--- src/rtl/rrf_commit_n_pkg.sv ---
// Shared rename/retire types: register index widths and the per-lane commit record.
package rv32i_types;

  localparam int PHYS_BITS  = 6;
  localparam int ARCH_BITS  = 5;
  localparam int ARCH_COUNT = 2 ** ARCH_BITS;

  typedef struct packed {
    logic                 valid;
    logic                 regf_we;
    logic [ARCH_BITS-1:0] rd;
    logic [PHYS_BITS-1:0] pd;
  } commit_lane_t;

  // x0 is hardwired, so a commit to it neither remaps nor frees anything
  function automatic logic lane_writes(commit_lane_t l);
    return l.valid && l.regf_we && (l.rd != '0);
  endfunction

endpackage

--- src/rtl/rrf_commit_n_if.sv ---
// Commit-side bundle between ROB, retirement register file, RAT restore and free list.
interface rrf_commit_n_if #(parameter int NSIZE = 1);

  logic [NSIZE-1:0]                     commit_valid;
  logic [NSIZE-1:0]                     commit_regf_we;
  logic [rv32i_types::ARCH_BITS-1:0]    commit_rd [NSIZE];
  logic [rv32i_types::PHYS_BITS-1:0]    commit_pd [NSIZE];
  logic                                 commit_ready;

  logic [rv32i_types::ARCH_BITS-1:0]    rrf_alias_rd [NSIZE];
  logic [rv32i_types::PHYS_BITS-1:0]    rrf_alias_pd [NSIZE];
  logic [NSIZE-1:0]                     rrf_alias_regf_we;

  logic                                 free_valid;
  logic [rv32i_types::PHYS_BITS-1:0]    free_pd;
  logic                                 free_ready;

  modport master (
    output commit_valid, commit_regf_we, commit_rd, commit_pd, free_ready,
    input  commit_ready, rrf_alias_rd, rrf_alias_pd, rrf_alias_regf_we,
           free_valid, free_pd
  );

  modport slave (
    input  commit_valid, commit_regf_we, commit_rd, commit_pd, free_ready,
    output commit_ready, rrf_alias_rd, rrf_alias_pd, rrf_alias_regf_we,
           free_valid, free_pd
  );

endinterface

--- src/rtl/rrf_commit_n_free_ret_queue_n.sv ---
// Multi-push, single-pop circular FIFO holding physical registers on their way back to the free list.
module free_ret_queue_n #(
  parameter int WIDTH = 6,
  parameter int DEPTH = 8,
  parameter int NPUSH = 1
) (
  input  logic                       clk,
  input  logic                       rst,
  input  logic [NPUSH-1:0]           push_valid,
  input  logic [WIDTH-1:0]           push_data [NPUSH],
  input  logic                       pop,
  output logic [WIDTH-1:0]           head_data,
  output logic [$clog2(DEPTH+1)-1:0] count
);

  localparam int PW = (DEPTH > 1) ? $clog2(DEPTH) : 1;
  localparam int CW = $clog2(DEPTH + 1);

  logic [WIDTH-1:0] mem [DEPTH];
  logic [PW-1:0]    head;
  logic [PW-1:0]    tail;
  logic [CW-1:0]    slot_off [NPUSH];
  logic [NPUSH-1:0] accept;
  logic [CW-1:0]    n_push;

  // Pack accepted lanes into consecutive slots; once full, later lanes are dropped
  always_comb begin
    n_push = '0;
    for (int i = 0; i < NPUSH; i++) begin
      slot_off[i] = n_push;
      accept[i]   = 1'b0;
      if (push_valid[i] && (int'(count) + int'(n_push) < DEPTH)) begin
        accept[i] = 1'b1;
        n_push    = n_push + CW'(1);
      end
    end
  end

  assign head_data = mem[head];

  always_ff @(posedge clk) begin
    for (int i = 0; i < NPUSH; i++) begin
      if (accept[i]) mem[tail + PW'(slot_off[i])] <= push_data[i];
    end
  end

  always_ff @(posedge clk) begin
    if (rst) begin
      head  <= '0;
      tail  <= '0;
      count <= '0;
    end else begin
      if (pop) head <= head + PW'(1);
      tail  <= tail + PW'(n_push);
      count <= count + n_push - CW'(pop);
    end
  end

endmodule

--- src/rtl/rrf_commit_n.sv ---
// Retirement register file: committed arch->phys map, RAT restore forwarding, old-mapping free return.
// Optional macro RRF_FREE_BYPASS_EN presents the first freed register combinationally when the queue is empty.
module rrf_commit_n
  import rv32i_types::*;
#(
  parameter int NSIZE       = 1,
  parameter int FREEQ_DEPTH = 8
) (
  input  logic                 clk,
  input  logic                 rst,
  input  logic                 rob_flush,
  rrf_commit_n_if.slave        bus,
  output logic [PHYS_BITS-1:0] RRF_out [ARCH_COUNT]
);

  localparam int CW = $clog2(FREEQ_DEPTH + 1);

  commit_lane_t         lane [NSIZE];
  logic [NSIZE-1:0]     eff;
  logic [NSIZE-1:0]     push_mask;
  logic [PHYS_BITS-1:0] old_pd [NSIZE];
  logic [PHYS_BITS-1:0] map [ARCH_COUNT];
  logic [PHYS_BITS-1:0] head_pd;
  logic [CW-1:0]        count;
  logic                 pop;
  logic                 unused_flush;

  // Flush leaves committed state alone: the map and pending frees are architecturally real
  assign unused_flush = rob_flush;

  always_comb begin
    for (int i = 0; i < NSIZE; i++) begin
      lane[i] = '{valid:   bus.commit_valid[i],
                  regf_we: bus.commit_regf_we[i],
                  rd:      bus.commit_rd[i],
                  pd:      bus.commit_pd[i]};
      eff[i]  = lane_writes(lane[i]);
      bus.rrf_alias_rd[i]      = lane[i].rd;
      bus.rrf_alias_pd[i]      = lane[i].pd;
      bus.rrf_alias_regf_we[i] = eff[i];
    end
  end

  // A lane displaces whatever an earlier lane in the same group just wrote, not the stale map entry
  always_comb begin
    for (int i = 0; i < NSIZE; i++) begin
      old_pd[i] = map[lane[i].rd];
      for (int j = 0; j < i; j++) begin
        if (eff[j] && (lane[j].rd == lane[i].rd)) old_pd[i] = lane[j].pd;
      end
    end
  end

  always_ff @(posedge clk) begin
    if (rst) begin
      for (int a = 0; a < ARCH_COUNT; a++) map[a] <= PHYS_BITS'(a);
    end else begin
      for (int i = 0; i < NSIZE; i++) begin
        if (eff[i]) map[lane[i].rd] <= lane[i].pd;
      end
    end
  end

  assign RRF_out          = map;
  assign bus.commit_ready = (FREEQ_DEPTH - int'(count)) >= NSIZE;

`ifdef RRF_FREE_BYPASS_EN
  logic [PHYS_BITS-1:0] first_old;
  logic [NSIZE-1:0]     first_mask;
  logic                 bypass;

  // The lowest writing lane is the one that would land at the queue head, so it is the one bypassed
  always_comb begin
    first_old  = '0;
    first_mask = '0;
    for (int i = NSIZE - 1; i >= 0; i--) begin
      if (eff[i]) begin
        first_old  = old_pd[i];
        first_mask = NSIZE'(1) << i;
      end
    end
    bypass         = (count == '0) && (|eff);
    bus.free_valid = (count != '0) || bypass;
    bus.free_pd    = bypass ? first_old : head_pd;
    push_mask      = (bypass && bus.free_ready) ? (eff & ~first_mask) : eff;
    pop            = (count != '0) && bus.free_ready;
  end
`else
  assign bus.free_valid = (count != '0);
  assign bus.free_pd    = head_pd;
  assign push_mask      = eff;
  assign pop            = bus.free_valid && bus.free_ready;
`endif

  free_ret_queue_n #(
    .WIDTH (PHYS_BITS),
    .DEPTH (FREEQ_DEPTH),
    .NPUSH (NSIZE)
  ) u_free_q (
    .clk        (clk),
    .rst        (rst),
    .push_valid (push_mask),
    .push_data  (old_pd),
    .pop        (pop),
    .head_data  (head_pd),
    .count      (count)
  );

endmodule

--- src/flat_wrapper.sv ---
// flat-port wrapper written by rule: the top's interface ports become plain ports
module rrf_commit_n_flat import rv32i_types::*;
#(
  parameter int NSIZE       = 1,
  parameter int FREEQ_DEPTH = 8
)
  (clk, rst, rob_flush, RRF_out, bus_commit_valid, bus_commit_regf_we, bus_commit_rd, bus_commit_pd, bus_free_ready, bus_commit_ready, bus_rrf_alias_rd, bus_rrf_alias_pd, bus_rrf_alias_regf_we, bus_free_valid, bus_free_pd);
  rrf_commit_n_if #(.NSIZE(NSIZE)) bus_i ();
  input  logic clk;
  input  logic rst;
  input  logic rob_flush;
  output logic [PHYS_BITS-1:0] RRF_out[ARCH_COUNT];
  input wire logic [$bits(bus_i.commit_valid)-1:0] bus_commit_valid;
  input wire logic [$bits(bus_i.commit_regf_we)-1:0] bus_commit_regf_we;
  input wire logic [$bits(bus_i.commit_rd)-1:0] bus_commit_rd;
  input wire logic [$bits(bus_i.commit_pd)-1:0] bus_commit_pd;
  input wire logic [$bits(bus_i.free_ready)-1:0] bus_free_ready;
  output wire logic [$bits(bus_i.commit_ready)-1:0] bus_commit_ready;
  output wire logic [$bits(bus_i.rrf_alias_rd)-1:0] bus_rrf_alias_rd;
  output wire logic [$bits(bus_i.rrf_alias_pd)-1:0] bus_rrf_alias_pd;
  output wire logic [$bits(bus_i.rrf_alias_regf_we)-1:0] bus_rrf_alias_regf_we;
  output wire logic [$bits(bus_i.free_valid)-1:0] bus_free_valid;
  output wire logic [$bits(bus_i.free_pd)-1:0] bus_free_pd;
  assign bus_i.commit_valid = bus_commit_valid;
  assign bus_i.commit_regf_we = bus_commit_regf_we;
  assign bus_i.commit_rd = {>>{bus_commit_rd}};
  assign bus_i.commit_pd = {>>{bus_commit_pd}};
  assign bus_i.free_ready = bus_free_ready;
  assign bus_commit_ready = bus_i.commit_ready;
  assign bus_rrf_alias_rd = {>>{bus_i.rrf_alias_rd}};
  assign bus_rrf_alias_pd = {>>{bus_i.rrf_alias_pd}};
  assign bus_rrf_alias_regf_we = bus_i.rrf_alias_regf_we;
  assign bus_free_valid = bus_i.free_valid;
  assign bus_free_pd = bus_i.free_pd;
  rrf_commit_n #(.NSIZE(NSIZE), .FREEQ_DEPTH(FREEQ_DEPTH)) u_core (.clk(clk), .rst(rst), .rob_flush(rob_flush), .bus(bus_i), .RRF_out(RRF_out));
endmodule
--- config.mk ---
export PLATFORM = sky130hd
export DESIGN_NAME = rrf_commit_n_flat
export DESIGN_NICKNAME = d
export VERILOG_FILES = /design/src/rtl/rrf_commit_n_pkg.sv /design/src/rtl/rrf_commit_n_if.sv /design/src/rtl/rrf_commit_n_free_ret_queue_n.sv /design/src/rtl/rrf_commit_n.sv /design/src/flat_wrapper.sv
export SDC_FILE = /design/constraint.sdc
export NUM_CORES = 1
export LEC_CHECK = 0
export ABC_AREA = 1
export CORE_MARGIN = 3
export CORE_UTILIZATION = 35
export DETAILED_ROUTE_END_ITERATION = 10
export SLEW_MARGIN = 20
export SYNTH_ARGS = -nofsm -noshare
export SYNTH_HDL_FRONTEND = slang
export SYNTH_HIERARCHICAL = 1
export SYNTH_SLANG_ARGS = --single-unit
--- constraint.sdc ---
create_clock -name clk -period 6.2 [get_ports clk]
set_clock_uncertainty 0.15 [all_clocks]
set_input_delay 1.24 -clock clk [delete_from_list [all_inputs] [get_ports clk]]
set_output_delay 1.24 -clock clk [all_outputs]
set_load 0.02 [all_outputs]
# ---- Yosys cells after proc, flatten, opt, wreduce, memory -nomap -nowiden
# Memories as Yosys holds them, arrays and structs flattened. A register that Yosys moved wholly into a read port is not among the register bits.
# Cells that the tools add are included.
dict set report classes {
  add_sub_neg 5
  n_lt_le_gt_ge 4
  n_mux 12
  bitwise 1
  reduce_logical 7
}
# cell count
set ops {}
lappend ops {{$bwmux 192} 1}
lappend ops {{$ge 32x2->1 const B} 1}
lappend ops {{$bmux 6 s5} 1}
lappend ops {{$demux 6 s5} 1}
lappend ops {{$mux 6} 3}
lappend ops {{$ge 6x6->1 const B} 1}
lappend ops {{$lt 6x1->1 const B} 1}
lappend ops {{$mux 3} 2}
lappend ops {{$not 5->6} 1}
lappend ops {{$logic_and 1x1->1} 5}
lappend ops {{$reduce_bool 5->1} 1}
lappend ops {{$sub 4x4->5 const A} 1}
lappend ops {{$add 4x4->4} 1}
lappend ops {{$lt 4x4->1 const B} 1}
lappend ops {{$mux 1} 4}
lappend ops {{$reduce_bool 4->1} 1}
lappend ops {{$sub 4x1->4} 1}
lappend ops {{$add 3x1->3 const B} 1}
lappend ops {{$add 3x3->3} 1}
dict set report word_totals {
  ff_bits 202
  mem_bits_rw 48
  input_bits 17
  out_inout_bits 212
  word_cells 65
  memories 1
}
# name depth word_bits rd rd_ports_with_merged_regs write_ports line_no
set mem_list {}
lappend mem_list {u_core.u_free_q.mem 8 6 1 1 1 rrf_commit_n_free_ret_queue_n.sv:19} ;# logic [WIDTH-1:0] mem [DEPTH];

# ---- Longest topological paths before layout
dict set report logic_depth {
  depth_word 6
  ltp_mapped 16
  ltp_nobuf 14
}

# ---- Modules after synthesis
# The synthesis kept the hierarchy.
# mod instances cells_each area_per_inst_um2 seq_area_each_um2
set modules_own_cells {}
lappend modules_own_cells {rrf_commit_n 1 1442 9151.3 3843.7}
lappend modules_own_cells {free_ret_queue_n 1 285 2713.9 1701.6}

# ---- Worst setup path after synthesis
# OpenSTA, ideal clock, no wires.
dict set report synth_timing {
  kind {in2out}
  start {input bus_commit_rd[1]}
  end {output bus_rrf_alias_regf_we}
  t_arrival_ps 2163
  required_time_ps 4810
  slack_ps 2647
  stages 8
  n_path_buf 2
  path_cell_list {buf_2 inv_1 nand2_2 inv_1 nand2_2 nand2_1 inv_2 buf_4}
}
dict set report synth_via {
  elab_chain_len 2
}
# item line_no
set synth_rtl {}
lappend synth_rtl {{from (decl)} flat_wrapper.sv:15} ;# input wire logic [$bits(bus_i.commit_rd)-1:0] bus_commit_rd;
lappend synth_rtl {{$reduce_bool 5->1} rrf_commit_n_pkg.sv:17} ;# return l.valid && l.regf_we && (l.rd != '0);
lappend synth_rtl {{$logic_and 1x1->1} rrf_commit_n_pkg.sv:17}
lappend synth_rtl {{to (decl)} flat_wrapper.sv:21} ;# output wire logic [$bits(bus_i.rrf_alias_regf_we)-1:0] bus_rrf_alias_regf_we;
# Every way passes these cells.

# ---- Final worst setup path
dict set report layout_timing {
  start {input bus_commit_regf_we}
  end {output bus_rrf_alias_regf_we}
}
dict set report layout_via {
  elab_chain_len 2
}
# item line_no
set layout_rtl {}
lappend layout_rtl {{from (decl)} flat_wrapper.sv:14} ;# input wire logic [$bits(bus_i.commit_regf_we)-1:0] bus_commit_regf_we;
lappend layout_rtl {{$logic_and 1x1->1 (2 in a row)} rrf_commit_n_pkg.sv:17}
# Every way passes these cells.

==> summary.md <==
| Metric | Value |
|---|---|
| Outcome | `finished, final reports clean` |
| Total iterations of the first detailed-routing run | `5` |
| Via count of the first global-routing pass | `11100` |
| Buffering stage count on the worst path with inverters included | `5` |
| Core Util, Final | `47.0%` |
| Sinks on Clock Net | `253` |
| Area delta synth->final | `30.6%` |
| Cell count after synthesis | `1727` |
| Min cycle time layout | `4770 ps` |
| Crit path launch type | `input port` |
| Crit Path Category | `input port to primary output` |
| Antenna Nets Post-Route | `0` |
| Number of primary I/O pins | `229` |
| Number of distinct library cells after synthesis | `30` |
| Data arrival time at the worst-slack endpoint | `3380 ps` |
| Register area share after synthesis | `46.7%` |
| Routability congestion estimate | `0.894` |
| Later-pin clock latency in the skew report | `560 ps` |
| Slew at the pin closest to its max-slew limit | `1010 ps` |
| Violation count after the first detailed-route iteration | `1160` |
| HPWL Detailed | `around 30000 µm` |
| Pin count of the biggest net entering global routing | `between 80 and 90` |
| Cell at the root of the clock tree | `clkbuf_16` |
| Worst slack after detailed placement | `1470 ps` |
| Number of buffers inserted during clock tree synthesis | `30` |
| Post-Syn Area | `0.0119 mm²` |
| Critical Path RT | `4810 ps` |
| Count of cells resized by post-cts repair | `0` |
| Delay of the slowest cell on the worst path | `between 600 and 700 ps` |
| First-pass GRT wire length | `66100 µm` |
| Placeable Area | `0.0329 mm²` |
| Initial Util | `between 30% and 40%` |
| WL/cell | `~18 µm` |
| Largest vdd supply drop | `0.221 mV` |
| Hold violation total from the final report | `0` |
| Syn avg cell area | `6.87 µm²` |
| Number of inserted diodes | `0` |
| Cells along the critical path | `clkdlybuf4s50_1, nand2_1, clkinv_1, buf_4, nand2_1, inv_2, clkdlybuf4s50_1` |
| Crit-path max FO | `27` |
| Clock Tree Buf Depth | `3` |
| Path category of the worst min-delay check | `flip-flop to flip-flop` |
| Setup bufs post-CTS | `0` |
| Net count, final | `1943` |
| Fraction of layout instances using a drive strength above 1 | `4.85%` |
| CTS tree | `built` |
| Warnings, synthesis | `6` |
| Routed vias | `between 10000 and 15000` |
| Share of the cycle needed by the critical path after routing | `between 70% and 80%` |
| Number of antenna violations at the first check in global routing | `0` |
| Post-cts hold buffer count | `0` |
| CTS clock-pin slew for the worst setup and hold paths | `60 ps` |
| Cell with the largest stage delay on the worst path | `clkdlybuf4s50_1` |
| Number of nets in the synthesized netlist | `1754` |
| Number of pins with negative max-slew slack in the final report | `0` |
| Worst hold slack | `~300 ps` |
| Area of combinational cells with multiple inputs | `0.00534 mm²` |
| Number of storage elements in the synthesis netlist | `between 200 and 300` |
| Kind of cell adding the most delay to the critical path | `buffers and inverters` |
| Overall overflow remaining after global route | `0` |
| Standby leakage power | `0.00736 µW` |
| Placed cell areas | `0.0144 mm²` |
| Fill cell instance count of the final layout | `3308` |
| RSZ-0062 raised after global routing | `no` |
| Post-layout instance area | `0.0155 mm²` |
| H-Tree Depth | `1` |
| Vias per Instance | `4.96` |
| Power density over the cells | `281 mW/mm²` |
| # port buffers | `227` |
| Residual DRC count | `0` |
| Width of the chip | `190 µm` |
| Total length of routed wires | `about 44000 µm` |
| Number of violations of the max-capacitance limit | `0` |
| Count of final setup violators | `0` |
| Max-slew headroom | `32.6%` |
| Setup TNS after final layout | `0 ps` |
| Flip-flop and latch area | `approximately 0.0055 mm²` |
| Full die area | `0.0361 mm²` |
| # rows | `66` |
| Maximum clock frequency | `0.210 GHz` |
| Type of destination of the critical path | `primary output` |
| Global-route usage over all layers | `23.4%` |
| Height of the die | `between 150 and 200 µm` |
| Final worst-path setup slack | `1430 ps` |
[cell families (layout without fill, tap and decap cells)]
| group | after synthesis | in the layout | synth area share (%) |
|---|---|---|---|
| AOI/OAI and AO/OA | 190 | 190 | 9.10 |
| xor gates and xnor gates | 3 | 3 | 0.221 |
| adders and majority gates | 10 | 10 | 1.12 |
| buffers and inverters | 233 | 446 | 8.29 |
| DFF | 253 | 253 | 46.7 |
| and+or+nand+nor | 1038 | 1038 | 34.5 |
[where the power goes]
part           internal, µW  leakage (µW)  switching, µW
clock                  1130      0.000513            740
combinational           247       0.00474            449
sequential             1720       0.00211           64.2
total                  3100       0.00736           1250
[metal layers]
| layer | global-route usage, % | share of wire, % | wire length, µm |
|---|---|---|---|
| met5 | 0 | 0 | 0 |
| met2 | 38.3 | 46 | 20100 |
| met4 | 6.31 | 3.0 | 1310 |
| met1 | 31.9 | 43 | 18600 |
| met3 | 4.24 | 8.4 | 3650 |
[final timing paths]
kind	from	to	slack [ps]	cells after the start
hold reg to reg	u_core/RRF_out[189]	u_core/RRF_out[189]	300	2
hold / removal	u_core/RRF_out[189]	u_core/RRF_out[189]	300	2
setup reg to reg	u_core/u_free_q/count[1]	u_core/u_free_q/count[1]	3430	11
setup / recovery	bus_commit_regf_we	bus_rrf_alias_regf_we	1430	7
[cells in the final DEF (no fill, tap or decap), drive strengths merged, types with 3 or more instances in the layout]
cell type	count
nor2	175
o211ai	44
nor3	5
edfxtp	48
dfxtp	205
clkdlybuf4s50	225
clkinvlp	6
buf	23
inv	136
nand4	14
clkbuf	36
xnor2	3
nand3	102
ha	9
o21bai	6
a21oi	60
o21ai	78
nand2	741
clkinv	16
bufinv	4
[stage by stage]
step / power [µW] / instances
6_report: 4350 / 2382
4_1_cts: 4370 / 2382
3_3_place_gp: 2500 / 2326
5_1_grt: 4540 / 2382
2_1_floorplan: 2280 / 1727
3_5_place_dp: 2510 / 2326
[cells in the mapped netlist]
library cell / count / area share [%]
inv_2: 3 / 0.095
clkbuf_1: 48 / 1.5
inv_1: 130 / 4.1
nand4_1: 14 / 0.74
nand2_1: 738 / 23
o21ai_0: 78 / 3.3
buf_6: 4 / 0.38
o21bai_1: 6 / 0.38
buf_4: 16 / 1.0
nor3_1: 4 / 0.17
a21boi_0: 1 / 0.063
edfxtp_1: 48 / 12
nand3_2: 3 / 0.25
buf_1: 10 / 0.32
nand3_1: 99 / 4.2
nor2_1: 174 / 5.5
ha_1: 9 / 0.95
dfxtp_1: 205 / 35
a21oi_1: 60 / 2.5
o22ai_1: 1 / 0.053
fa_1: 1 / 0.17
clkinv_1: 8 / 0.25
nor3_2: 1 / 0.084
nor2_2: 1 / 0.053
nand2_2: 3 / 0.16
inv_4: 1 / 0.053
o211ai_1: 44 / 2.8
xnor2_1: 3 / 0.22
or2_2: 1 / 0.053
buf_2: 13 / 0.55
[flip-flops by register name, indices dropped and copies added, names as in the netlist, named ones only]
| name | count |
|---|---|
| u_core/RRF_out | 192 |
| u_core/u_free_q/count | 4 |
| u_core/u_free_q/head | 3 |
| u_core/u_free_q/mem | 48 |
| u_core/u_free_q/tail | 3 |
[worst reg2reg max path, delay by kind of cell, from the launching register on]
kind	cells	cell delay, ps
buffers and inverters	4	240
AND/OR/NAND/NOR	2	80
adder cells (fa/ha/maj)	4	1140
AO/OA/AOI/OAI	1	630
flip-flops	1	420
[final cells by class]
| type | count | area share [%] |
|---|---|---|
| Clock buffer | 36 | 5.38 |
| Tap cell | 442 | 3.57 |
| Multi-Input combinational cell | 1241 | 34.5 |
| Clock inverter | 20 | 1.53 |
| Sequential cell | 253 | 35.8 |
| Inverter | 142 | 3.47 |
| Timing Repair Buffer | 248 | 15.8 |
Note: power is estimated with default switching activity, not from simulation.
